### config.mk
export PLATFORM = sky130hd
export DESIGN_NAME = alu_decode_stage
export DESIGN_NICKNAME = d
export VERILOG_FILES = /design/src/rtl/rv32_pkg.sv /design/src/rtl/skid_buf2.sv /design/src/rtl/alu_decode_stage.sv
export SDC_FILE = /design/constraint.sdc
export NUM_CORES = 1
export LEC_CHECK = 0
export ABC_AREA = 1
export ABC_CLOCK_PERIOD_IN_PS = 4450
export BUFFER_PORTS_ARGS = -buffer_cell sky130_fd_sc_hd__buf_2
export CAP_MARGIN = 20
export CORE_MARGIN = 10
export CORE_UTILIZATION = 58
export CTS_BUF_LIST = sky130_fd_sc_hd__clkbuf_16
export CTS_CLUSTER_SIZE = 8
export DETAILED_ROUTE_END_ITERATION = 7
export PLACE_DENSITY = 0.86
export SKIP_CTS_REPAIR_TIMING = 1
export SYNTH_ARGS = -nofsm -noshare
export SYNTH_HDL_FRONTEND = slang
export SYNTH_SLANG_ARGS = --single-unit
### constraint.sdc
create_clock -name clk -period 4.45 [get_ports clk]
set_input_delay 0.2225 -clock clk [delete_from_list [all_inputs] [get_ports clk]]
set_output_delay 0.2225 -clock clk [all_outputs]
set_load 0.01 [all_outputs]
### src/rtl/rv32_pkg.sv
// Shared RV32I decode constants, ALU code encoding and the issue-bundle layout
// handed from the decode stage to the execute stage.
package rv32_pkg;

  localparam logic [6:0] OPC_OP    = 7'b0110011;
  localparam logic [6:0] OPC_OPIMM = 7'b0010011;
  localparam logic [6:0] OPC_LUI   = 7'b0110111;
  localparam logic [6:0] OPC_AUIPC = 7'b0010111;

  localparam logic [2:0] F3_ADD  = 3'b000;
  localparam logic [2:0] F3_SLL  = 3'b001;
  localparam logic [2:0] F3_SLT  = 3'b010;
  localparam logic [2:0] F3_SLTU = 3'b011;
  localparam logic [2:0] F3_XOR  = 3'b100;
  localparam logic [2:0] F3_SR   = 3'b101;
  localparam logic [2:0] F3_OR   = 3'b110;
  localparam logic [2:0] F3_AND  = 3'b111;

  localparam logic [6:0] F7_BASE = 7'b0000000;
  localparam logic [6:0] F7_ALT  = 7'b0100000;

  localparam logic [4:0] ALU_ADD  = 5'b01000;
  localparam logic [4:0] ALU_SUB  = 5'b11000;
  localparam logic [4:0] ALU_SLL  = 5'b01001;
  localparam logic [4:0] ALU_SLT  = 5'b01010;
  localparam logic [4:0] ALU_SLTU = 5'b01011;
  localparam logic [4:0] ALU_XOR  = 5'b01100;
  localparam logic [4:0] ALU_SRL  = 5'b01101;
  localparam logic [4:0] ALU_SRA  = 5'b11101;
  localparam logic [4:0] ALU_OR   = 5'b01110;
  localparam logic [4:0] ALU_AND  = 5'b01111;

  localparam int XLEN_W = 32;
  localparam int CODE_W = 6;
  localparam int RD_W   = 5;

  typedef struct packed {
    logic              illegal;
    logic              we;
    logic [RD_W-1:0]   rd;
    logic [XLEN_W-1:0] rv2;
    logic [XLEN_W-1:0] rv1;
    logic [CODE_W-1:0] code;
  } issue_t;

  // code[5] marks immediate-operand forms; code[4:0] = {alt, 1, funct3}.
  function automatic logic [CODE_W-1:0] alu_code(input logic imm_form,
                                                  input logic alt,
                                                  input logic [2:0] f3);
    return {imm_form, alt, 1'b1, f3};
  endfunction

endpackage

### src/rtl/skid_buf2.sv
// Generic 2-entry valid/ready buffer; in_ready is registered from the next-state
// occupancy so neither side sees a combinational path through the buffer.
module skid_buf2 #(
  parameter int W     = 8,
  parameter int DEPTH = 2
) (
  input  logic         clk,
  input  logic         rst_n,
  input  logic         in_valid,
  output logic         in_ready,
  input  logic [W-1:0] in_data,
  output logic         out_valid,
  input  logic         out_ready,
  output logic [W-1:0] out_data
);

  logic [1:0]   r_cnt;
  logic         r_ready;
  logic [W-1:0] r_d0;
  logic [W-1:0] r_d1;

  logic         w_push;
  logic         w_pop;
  logic [1:0]   w_cnt_nxt;
  logic [1:0]   w_slot;

  assign w_push    = in_valid && r_ready;
  assign w_pop     = out_valid && out_ready;
  assign w_cnt_nxt = r_cnt + {1'b0, w_push} - {1'b0, w_pop};
  // Head is r_d0; a pop shifts r_d1 forward, so a push lands behind whatever remains.
  assign w_slot    = r_cnt - {1'b0, w_pop};

  assign in_ready  = r_ready;
  assign out_valid = (r_cnt != 2'd0);
  assign out_data  = r_d0;

  always_ff @(posedge clk or negedge rst_n) begin
    if (!rst_n) begin
      r_cnt   <= 2'd0;
      r_ready <= 1'b0;
      r_d0    <= '0;
      r_d1    <= '0;
    end else begin
      r_cnt   <= w_cnt_nxt;
      r_ready <= (w_cnt_nxt < 2'(DEPTH));
      if (w_pop) r_d0 <= r_d1;
      if (w_push) begin
        if (w_slot == 2'd0) r_d0 <= in_data;
        else                r_d1 <= in_data;
      end
    end
  end

endmodule

### src/rtl/alu_decode_stage.sv
// RV32I decode/issue stage: decodes OP, OP-IMM, LUI and AUIPC into the ALU
// code/operand bundle and issues it through a 2-entry skid buffer.
module alu_decode_stage
  import rv32_pkg::*;
#(
  parameter int XLEN       = 32,
  parameter int SKID_DEPTH = 2
) (
  input  logic            clk,
  input  logic            rst_n,
  input  logic            in_valid,
  output logic            in_ready,
  input  logic [31:0]     in_instr,
  input  logic [XLEN-1:0] in_pc,
  input  logic [XLEN-1:0] in_rs1_val,
  input  logic [XLEN-1:0] in_rs2_val,
  output logic            out_valid,
  input  logic            out_ready,
  output logic [5:0]      out_code,
  output logic [XLEN-1:0] out_rv1,
  output logic [XLEN-1:0] out_rv2,
  output logic [4:0]      out_rd,
  output logic            out_we,
  output logic            out_illegal
);

  logic [6:0]      w_opc;
  logic [2:0]      w_f3;
  logic [6:0]      w_f7;
  logic [XLEN-1:0] w_imm_i;
  logic [XLEN-1:0] w_imm_u;
  logic [XLEN-1:0] w_shamt;
  logic            w_unused;

  logic            w_legal;
  logic            w_alt;
  logic            w_imm_form;
  logic [2:0]      w_f3_op;
  logic [XLEN-1:0] w_rv1;
  logic [XLEN-1:0] w_rv2;
  issue_t          w_dec;
  issue_t          w_issue;

  assign w_opc    = in_instr[6:0];
  assign w_f3     = in_instr[14:12];
  assign w_f7     = in_instr[31:25];
  assign w_imm_i  = {{(XLEN-12){in_instr[31]}}, in_instr[31:20]};
  assign w_imm_u  = {in_instr[31:12], 12'b0};
  assign w_shamt  = {{(XLEN-5){1'b0}}, in_instr[24:20]};
  // rs1 field is resolved upstream by the register-file read.
  assign w_unused = ^in_instr[19:15];

  always_comb begin
    w_legal    = 1'b0;
    w_alt      = 1'b0;
    w_imm_form = 1'b0;
    w_f3_op    = F3_ADD;
    w_rv1      = '0;
    w_rv2      = '0;
    case (w_opc)
      OPC_OP: begin
        w_legal = (w_f7 == F7_BASE) ||
                  ((w_f7 == F7_ALT) && ((w_f3 == F3_ADD) || (w_f3 == F3_SR)));
        w_alt   = in_instr[30];
        w_f3_op = w_f3;
        w_rv1   = in_rs1_val;
        w_rv2   = in_rs2_val;
      end
      OPC_OPIMM: begin
        w_imm_form = 1'b1;
        w_f3_op    = w_f3;
        w_rv1      = in_rs1_val;
        case (w_f3)
          F3_SLL: begin
            w_legal = (w_f7 == F7_BASE);
            w_rv2   = w_shamt;
          end
          F3_SR: begin
            w_legal = (w_f7 == F7_BASE) || (w_f7 == F7_ALT);
            w_alt   = in_instr[30];
            w_rv2   = w_shamt;
          end
          default: begin
            w_legal = 1'b1;
            w_rv2   = w_imm_i;
          end
        endcase
      end
      OPC_LUI: begin
        w_legal    = 1'b1;
        w_imm_form = 1'b1;
        w_rv2      = w_imm_u;
      end
      OPC_AUIPC: begin
        w_legal    = 1'b1;
        w_imm_form = 1'b1;
        w_rv1      = in_pc;
        w_rv2      = w_imm_u;
      end
      default: w_legal = 1'b0;
    endcase
  end

  // Illegal bundles still flow in order but carry no operation or write.
  always_comb begin
    w_dec    = '0;
    w_dec.rd = in_instr[11:7];
    if (w_legal) begin
      w_dec.code = alu_code(w_imm_form, w_alt, w_f3_op);
      w_dec.rv1  = w_rv1;
      w_dec.rv2  = w_rv2;
      w_dec.we   = (in_instr[11:7] != 5'd0);
    end else begin
      w_dec.illegal = 1'b1;
    end
  end

  skid_buf2 #(
    .W     ($bits(issue_t)),
    .DEPTH (SKID_DEPTH)
  ) u_skid (
    .clk       (clk),
    .rst_n     (rst_n),
    .in_valid  (in_valid),
    .in_ready  (in_ready),
    .in_data   (w_dec),
    .out_valid (out_valid),
    .out_ready (out_ready),
    .out_data  (w_issue)
  );

  assign out_code    = w_issue.code;
  assign out_rv1     = w_issue.rv1;
  assign out_rv2     = w_issue.rv2;
  assign out_rd      = w_issue.rd;
  assign out_we      = w_issue.we;
  assign out_illegal = w_issue.illegal;

endmodule

==> results of run 1 <==
-- power by group --
group          switching [mW]  leakage [nW]  total [mW]  internal (mW)
clock                   0.554         0.276        1.41          0.858
sequential              0.196          2.08        1.96           1.76
combinational            1.17          3.15        1.83          0.655
total                    1.93          5.51        5.20           3.27
-- synthesized netlist by cell type --
cell      number
nor3_1         2
inv_1         26
dfrtp_1      157
a31oi_1        5
nor2_2         1
nor3_4         1
buf_4         11
a21oi_1        1
buf_1          9
nand3_1      282
buf_2         11
nand4_1        1
nand2_1      354
or2_2         60
clkbuf_1      55
ha_1           2
nor2_1        19
xnor2_1        1
inv_2          2
nor3_2         1
o211ai_1      60
o21ai_0       14
-- stage by stage --
| step | power [mW] | area, um2 | utilization, % | std cells |
|---|---|---|---|---|
| final | 5.198 | 9868 | 71.09 | 1427 |
| after floorplan | 3.061 | 8238 | - | 1075 |
| after detailed placement | 3.788 | 9294 | 66.96 | 1395 |
| after global placement | 3.742 | 9294 | 66.96 | 1395 |
| after CTS | 5.213 | 9851 | 70.97 | 1423 |
| after global routing | 5.486 | 9863 | 71.06 | 1425 |
-- worst min-delay path: cells and delay by family --
family / cells / cell delay [ps]
buffers and inverters: 1 / 100
and+or+nand+nor: 2 / 100
-- cells in the final DEF (no fill, tap or decap), types with 3 or more instances in the layout --
master	netlist	routed
o211ai_1	60	60
diode_2	0	3
or2_2	60	60
nor2_1	19	16
nand3_1	282	282
bufinv_16	0	3
buf_4	11	16
nand2_1	354	351
inv_2	2	4
dfrtp_1	157	157
inv_1	26	26
buf_2	11	209
nor2_2	1	3
o21ai_0	14	14
clkbuf_16	0	17
clkinv_2	0	3
a31oi_1	5	5
-- cell type report --
class                   instances  area, um2  area share, %
flip-flops and latches        157       3929          39.81
multi-input cells             804       3857          39.09
repair buffers                227       1187          12.03
clock buffers                  17      425.4          4.311
well taps                     180      225.2          2.282
clock inverters                11      131.4          1.331
inverters                      28      105.1          1.065
diodes                          3      7.507        0.07607
-- registers in the layout, indices dropped and copies added, names as in the netlist --
| name | cells |
|---|---|
| u_skid.in_ready | 1 |
| u_skid.out_data | 77 |
| u_skid.r_cnt | 2 |
| u_skid.r_d1 | 77 |
-- routing by layer --
metal  GRT usage [%]  vias up
met5               0        -
met4           10.98        0
met3           6.164       69
met2           42.32      469
met1           33.02     4002
li1                -     3904
-- logic make-up after synthesis --
group,count (synthesis),synth area share (%)
AND/OR/NAND/NOR,721,39.28
buffers and inverters,114,5.863
adder cells (fa/ha/maj),2,0.3037
AO/OA/AOI/OAI,80,6.759
XOR/XNOR,1,0.1063
flip-flops,157,47.69
-- worst paths after layout --
check	from	end
setup / recovery	u_skid.r_cnt[1]$_DFF_PN0_	u_skid.r_d1[48]$_DFFE_PN0P_
hold / removal	in_instr[9]	u_skid.r_d1[72]$_DFFE_PN0P_
setup reg to reg	u_skid.r_cnt[1]$_DFF_PN0_	u_skid.r_d1[48]$_DFFE_PN0P_
hold reg to reg	u_skid.r_d1[5]$_DFFE_PN0P_	u_skid.r_d1[5]$_DFFE_PN0P_
max in group asynchronous	rst_n	u_skid.out_data[32]$_DFF_PN0_
min in group asynchronous	rst_n	u_skid.out_data[13]$_DFF_PN0_
==> run metrics, run 1 <==
status finished, final reports clean; Synth top area share 47.69%; YS warnings 0; routed wl met2 12,610 um; clock latency on the worst-skew pair 420 ps; clock tree sinks 157; Final setup viols 0; CP endpoint kind flip-flop; Synth Register Bits 157; worst path cell trace inv_1 > nand2_1 > nand2_2 > inv_2 > ha_1 > inv_1 > nand2_1 > nand3_1 > nand2_2 > inv_2 > buf_4 > nand3_1 > nand2_1; cell count of the worst hold path 3; TritonCTS clock tree done; CP Max Fanout 46; Tot GR Track Use 26.22%; max cap viols 0; H-tree levels 4; share of cells above drive strength 1 26.05%; fill count 1,118; Setup WS pre-CTS 1756 ps; hpwl dp 16,620 um; Final Hold Fails 0; critical path required time 4800 ps; WL met3 2465 um; Core ar. 13,880 um2; Slew Limit Fails 0; WL/cell 18.18 um; Worst path top cell family by delay buffers and inverters; Final ANT Viol Nets 0; pwr dens 526.8 nW/um2; Bufs on Longest Clock Path 2; iteration count of the initial detailed-routing pass 5; Bufs and invs on worst path 5; sequential fraction of the synthesis area 47.69%; Rows 43; crit share post-route 60.29%; synthesized area 8238 um2; vias in the first global route 8,243; clock-pin slew on the worst setup and hold paths 60 ps; top sig layer met4; Avg Cell Area, Syn 7.663 um2; Arr. time, crit path 3040 ps; RSZ-0062 raised after global routing no; Max Freq 372.8 MHz; Cell variety after synth 22; Hold Crit Class input port to flip-flop; maximum vdd drop 293.6 uV; worst slew pin tran 914.2 ps; Worst setup SP type flip-flop; antenna violations before repair 1; Port Buffers 210; post-route setup TNS 0 ps; GRT overflow 0; Initial Util 59.35%; Final Worst Setup Slack 1767 ps; top cells by area, synth dfrtp_1 48%, nand3_1 17%, nand2_1 16%; Leak Pwr 5.507 nW; largest net degree at the start of global routing 96; Layout area overhead 19.79%; WL met1 10,000 um; Slew headroom 39.06%; die area 19,370 um2; CP peak stage delay 660 ps; Vias/cell 5.917; Crit-path slowest cell inv_2; placer congestion estimate 0.9572; clk root buf clkbuf_16; CP Class flip-flop to flip-flop; fin crit period 2683 ps; Worst Hold Margin 41.52 ps; initial detailed-routing violation count 995; final layout net count 1,369; # DRC 0; critical path depth in cells 13; cell taking the most area after synthesis dfrtp_1; Die H 139.2 um; Mapped Cells 1,075; Via Count 8,444; Worst Clk Skew 5.743 ps; CTS buffer count 17; IO Pins 211; R2R Setup Slk 1770 ps; final WL 25,950 um; Worst R2R Path Depth 13; CP most frequent cell nand2_1; Synth Net Count 1,209; first-pass GRT wire length 42,330 um; die width 139.2 um
Power figures use the tool's default switching activity.
==> inputs of run 2 (changes only) <==
Settings changed: ABC_AREA 1 to 0, ABC_CLOCK_PERIOD_IN_PS 4450 to 2400, CORE_UTILIZATION 58 to 48, PLACE_DENSITY 0.86 to 0.77.
Clock period 4.45 ns to 2.4 ns, I/O delays scaled along.
==> run 2 against run 1 <==
Combinational power increased by 21%. Critical path depth shrank 4. Largest power group unchanged. Critical endpoint is now u_skid.out_data[13]$_DFF_PN0_. Fmax rose by 20%. Register-to-register slack worse by 1600 ps. Synthesized cell count shrank 32%. Non-clock buffer count increased by 13. Clock-buffer cell count unchanged. Via count shrank 23%. Design area is 2.2% lower.
==> run metrics, run 2 <==
die area 21,350 um2 (+10%); maximum vdd drop 650.7 uV (+120%); Die H 146.1 um (+5.0%); CP Max Fanout 20 (-57%); area of the multi-input gates 3446 um2 (-11%); die width 146.1 um (+5.0%); Core Util, Final 61.43% (-9.7 points); share of cells above drive strength 1 33.12% (+7.1 points); final layout net count 1,057 (-23%); antenna violations before repair 1 (unchanged); Cell variety after synth 47 (+110%); Layout area overhead 26.45%; Layout Cells excl Fill 1,153 (-19%); fin crit period 2237 ps (-445.4 ps); largest net degree at the start of global routing 78 (-19%); Port Buffers 210 (unchanged); Arr. time, crit path 2570 ps (-470 ps); CTS buffer count 17 (unchanged); Design Area, Final 9653 um2 (-2.2%); Post-synth EDFFs 0 (unchanged); TritonCTS clock tree done; status finished, final reports clean; Final setup viols 0 (unchanged); Avg Cell Area, Syn 10.41 um2 (+36%); clk root buf clkbuf_16; sequential fraction of the synthesis area 51.47% (+3.8 points); Via Count 6,498 (-23%); Setup WS pre-CTS 57.99 ps (-1698 ps); Tot Pwr 7.761 mW (+49%); top cells by area, synth dfrtp_1 51%, nand2_1 7.0%, mux2i_1 6.8%; Tot GR Track Use 20.66% (-5.6 points); most instantiated library cell after synthesis dfrtp_1; YS warnings 0 (unchanged); vias in the first global route 6,677 (-19%); max cap viols 0 (unchanged); most instantiated cells after synthesis 157 x dfrtp_1, 142 x nand2_1, 62 x o31ai_1, 52 x mux2i_1, 40 x clkbuf_1; CP endpoint kind flip-flop; initial detailed-routing violation count 450 (-55%); final WL 22,270 um (-14%); critical path required time 2730 ps (-2070 ps); Final Hold Fails 0 (unchanged); GRT overflow 0 (unchanged); Final ANT Viol Nets 0 (unchanged); Most used DFF post-synth dfrtp_1; hpwl dp 15,360 um (-7.6%); iteration count of the initial detailed-routing pass 6 (+1); Bufs on Longest Clock Path 2 (unchanged); first-pass GRT wire length 36,130 um (-15%); IO Pins 211 (unchanged); post-route setup TNS 0 ps (unchanged); worst slew pin tran 678.6 ps (-235.6 ps); crit share post-route 93.22% (+33 points); Initial Util 48.58% (-11 points); register area 3929 um2 (unchanged); placer congestion estimate 0.8672 (-9.4%); Vias/cell 5.636 (-4.8%); Slew Limit Fails 0 (unchanged); Final Worst Setup Slack 162.7 ps (-1605 ps); clock tree sinks 157 (unchanged); Mapped Cells 733 (-32%); pwr dens 804.0 nW/um2 (+53%); Leak Pwr 4.866 nW (-12%); Max Freq 447.0 MHz (+20%); Cell Area, Placed 9025 um2 (-2.9%); synthesized area 7634 um2 (-7.3%); clock-pin slew on the worst setup and hold paths 60 ps (about the same); Synth top area share 51.47% (+3.8 points); Core ar. 15,710 um2 (+13%); # DRC 0 (unchanged); Hold Crit Class input port to flip-flop; Worst Hold Margin 26.39 ps (-15.12 ps); commonest non-fill, non-tap cell in the layout buf_2; asr flop ratio synth 100.0% (unchanged); cell taking the most area after synthesis dfrtp_1; H-tree levels 4 (unchanged); fill count 1,338 (+20%); most frequent cells in the layout 209 x buf_2, 157 x dfrtp_1, 140 x nand2_1; Worst setup SP type flip-flop; clock latency on the worst-skew pair 420 ps (about the same); WL/cell 19.31 um (+6.2%); RSZ-0062 raised after global routing no; dpl cells 1,113 (-20%); Worst Clk Skew 7.747 ps (+2.004 ps); Slew headroom 54.41% (+15 points); Rows 46 (+7.0%); Synth Register Bits 157 (unchanged); CP Class flip-flop to flip-flop; Synth Net Count 867 (-28%)
## run 2: cell count changes in the layout (fill, tap and decap cells not counted), sizes merged, moves of 16 or more
cell / delta
nand3: -268
nand2: -211
o211ai: -60
a221oi: +17
mux2i: +52
o22ai: +31
o21ai: +20
o31ai: +63
nor2b: +16
mux2: +32
a22o: +19
inv: -18
or2: -59
## run 2: worst paths after layout
kind,startpoint,to,slack [ps],cells past startpoint
setup / recovery,u_skid.r_cnt[1]$_DFF_PN0_,u_skid.out_data[13]$_DFF_PN0_,160,9
min in group asynchronous,rst_n,u_skid.out_data[33]$_DFF_PN0_,270,2
hold / removal,in_instr[30],u_skid.out_data[4]$_DFF_PN0_,30,3
hold reg to reg,u_skid.r_d1[20]$_DFFE_PN0P_,u_skid.r_d1[20]$_DFFE_PN0P_,470,2
setup reg to reg,u_skid.r_cnt[1]$_DFF_PN0_,u_skid.out_data[13]$_DFF_PN0_,160,9
max in group asynchronous,rst_n,u_skid.out_data[72]$_DFF_PN0_,1430,3
## run 2: per-layer routing
metal  vias to the layer above  GRT usage, %  wire length (um)
li1                       3097             -                 -
met1                      3135         26.93              9994
met2                       241         32.77             10380
met3                        25         6.335              1562
met4                         0         5.405               326
met5                         -             0                 0
## run 2: critical path, cell delays in order (launching register included)
cell and delay [ps]:
dfrtp_1 440, or2_4 280, and2_4 160, ha_4 170, xnor2_4 250, nand2_2 130, nor2_4 190, buf_4 270
nand2_1 80, o22ai_1 170
## run 2: report_power, final
group          total [mW]  leakage (nW)  internal, mW  switching (mW)
sequential           2.98          2.16          2.86           0.121
combinational        2.21          2.44         0.835            1.38
clock                2.57         0.270          1.51            1.06
## run 2: area by class of cell
type                    count  area share [%]
flip-flops and latches    157           40.70
multi-input cells         497           35.70
repair buffers            240           14.61
clock buffers              17           4.407
well taps                 216           2.800
clock inverters            15           1.374
inverters                  10          0.3889
diodes                      1         0.02592
## run 2: cells by family after synthesis
logic type      share of synthesized area, %
flops                                  51.47
simple gates                           11.34
buf+inv                                4.343
fa+ha+maj                             0.3278
xor+xnor                              0.2295
mux                                    11.54
compound gates                         20.75
==> inputs of run 3 (changes only) <==
Settings changed: CELL_PAD_IN_SITES_DETAIL_PLACEMENT from default to 1, CELL_PAD_IN_SITES_GLOBAL_PLACEMENT from default to 1, CORE_UTILIZATION 48 to 36, PLACE_DENSITY 0.77 to default, PLACE_DENSITY_LB_ADDON from default to 0.1.
==> run 3 against run 2 <==
Sequential share of layout area down 0.62 points. Combinational power up 2%. Via count up 1.2%. Worst hold slack worse by 16 ps. Total power up 5.8%. Design area up 1.5%. Clock-buffer cell count unchanged. Clock skew up 0.56 ps. Global-route usage down 2.6 points.
==> run metrics, run 3 (synthesis results as in run 2) <==
status finished, final reports clean; clock-pin slew on the worst setup and hold paths 60 ps (about the same); Die H 165.6 um (+13%); Crit-path slowest cell dfrtp_1; Final ANT Viol Nets 0 (unchanged); Rows 53 (+15%); critical path required time 2680 ps (-50 ps); antenna violations before repair 0 (-1); worst slew pin tran 669.1 ps (-9.470 ps); Cell Area, Placed 9094 um2 (+0.76%); GRT overflow 0 (unchanged); vias in the first global route 7,543 (+13%); initial detailed-routing violation count 416 (-7.6%); Tot GR Track Use 18.06% (-2.6 points); Final Worst Setup Slack 149.1 ps (-13.55 ps); Flop pwr share 36.4% (-2.0 points); r2r startpoint u_skid.r_cnt[1]$_DFF_PN0_; TritonCTS clock tree done; iteration count of the initial detailed-routing pass 4 (-2); CP endpoint kind flip-flop; pwr dens 837.9 nW/um2 (+4.2%); clock latency on the worst-skew pair 420 ps (about the same); sw power 2.666 mW (+4.2%); Vias/cell 5.421 (-3.8%); hold path start in_rs2_val[3]; crit share post-route 93.79% (+0.56 points); commonest non-fill, non-tap cell in the layout buf_2; placer congestion estimate 0.7991 (-7.9%); Final setup viols 0 (unchanged); CP peak stage delay 450 ps (about the same); die area 27,430 um2 (+28%); first-pass GRT wire length 41,010 um (+14%); die width 165.6 um (+13%); Worst R2R Path Depth 9 (unchanged); worst path cell trace or2_4 > and2_4 > ha_4 > xnor2_4 > nand2_2 > nor2_4 > buf_12 > nand3_1 > a21boi_0; Layout area overhead 28.41%; Worst Clk Skew 8.312 ps (+0.5643 ps); hpwl dp 17,670 um (+15%); Arr. time, crit path 2530 ps (-40 ps); Setup crit start u_skid.r_cnt[1]$_DFF_PN0_; Critical Path Sink u_skid.out_data[76]$_DFF_PN0_; final layout net count 1,058 (+0.095%); largest net degree at the start of global routing 78 (unchanged); Clk pwr share 36.1% (+3.0 points); Bufs on Longest Clock Path 2 (unchanged); H-tree levels 4 (unchanged); RSZ-0062 raised after global routing no; CP Max Fanout 43 (+110%); # DRC 0 (unchanged); Setup WS pre-CTS 64.10 ps (+6.114 ps); Slew Limit Fails 0 (unchanged); fin crit period 2251 ps (+13.55 ps); most frequent cells in the layout 209 x buf_2, 157 x dfrtp_1, 140 x nand2_1; Design Area, Final 9802 um2 (+1.5%); Leak Pwr 4.919 nW (+1.1%); Worst setup SP type flip-flop; Initial Util 36.43% (-12 points); Hold Crit Class input port to flip-flop; switch share 32.46% (-0.51 points); RR Endpoint u_skid.out_data[76]$_DFF_PN0_; Via Count 6,576 (+1.2%); IO Pins 211 (unchanged); Port Buffers 210 (unchanged); final WL 25,390 um (+14%); Comb pwr share 27.5% (-1.0 points); WL/cell 20.93 um (+8.4%); clk root buf clkbuf_16; Max Freq 444.3 MHz (-0.60%); Tot Pwr 8.213 mW (+5.8%); Final Hold Fails 0 (unchanged); share of cells above drive strength 1 33.51% (+0.39 points); max cap viols 0 (unchanged); R2R Setup Slk 150 ps (about the same); Pint 5.547 mW (+6.6%); Slew headroom 55.05% (+0.64 points); CTS buffer count 17 (unchanged); maximum vdd drop 619.6 uV (-4.8%); clock tree sinks 157 (unchanged); CP Class flip-flop to flip-flop; Core ar. 20,960 um2 (+33%)
-- run 3: cell count changes in the layout (fill, tap and decap cells not counted) --
| cell | delta |
|---|---|
| inv_1 | -1 |
| bufinv_16 | +3 |
| buf_4 | +2 |
| nand2_2 | -1 |
| buf_6 | +1 |
| clkinvlp_4 | -4 |
| inv_6 | +4 |
| nand2_4 | +1 |
| clkinv_1 | -2 |
| buf_12 | -2 |
-- run 3: critical path: cells and delay by family (launching register included) --
kind	cells	cell delay, ps
compound gates	1	140
xor+xnor	1	250
fa+ha+maj	1	180
buf+inv	1	240
flops	1	450
simple gates	5	850
-- run 3: area by class of cell --
cell class / count / area, um2
Multi-Input combinational cell: 497 / 3451
Clock buffer: 17 / 425.4
Clock inverter: 15 / 216.5
Tap cell: 275 / 344.1
Inverter: 10 / 37.54
Sequential cell: 157 / 3929
Antenna cell: 1 / 2.502
Timing Repair Buffer: 241 / 1396
Fill cell: 2397 / 11150
-- run 3: how the worst min path moves through the flow --
stage          cells after the start  slack [ps]                       endpoint
5_1_grt                            3          10  u_skid.out_data[41]$_DFF_PN0_
6_report                           3          10  u_skid.out_data[41]$_DFF_PN0_
2_1_floorplan                      0        -180      u_skid.in_ready$_DFF_PN0_
3_3_place_gp                       1         100    u_skid.r_d1[35]$_DFFE_PN0P_
3_5_place_dp                       1         110    u_skid.r_d1[34]$_DFFE_PN0P_
4_1_cts                            1        -340    u_skid.r_d1[34]$_DFFE_PN0P_
-- run 3: stage by stage --
step	hold slack [ps]	util, %	instances	setup TNS [ps]
2_1_floorplan	-175.6	-	733	-2319
3_3_place_gp	102.8	43.40	1174	0
3_5_place_dp	113.3	43.40	1174	0
4_1_cts	-339.3	46.46	1206	0
5_1_grt	12.71	46.76	1212	0
6_report	10.65	46.78	1213	0
-- run 3: power groups by stage --
stage	Sequential (mW)	Combinational [mW]	Clock (mW)
final	2.99	2.26	2.96
after global routing	3.02	2.49	3.14
after CTS	2.99	2.30	3.02
after detailed placement	3.04	2.29	0
after global placement	3.02	2.24	0
after floorplan	3.06	1.40	0
-- run 3: per-layer routing --
metal	vias to the layer above	part of all wire [%]	track usage (%)
li1	3095	-	-
met1	3327	43	21.17
met2	132	52	32.45
met3	22	4.0	4.165
met4	0	1.3	4.468
met5	-	0	0
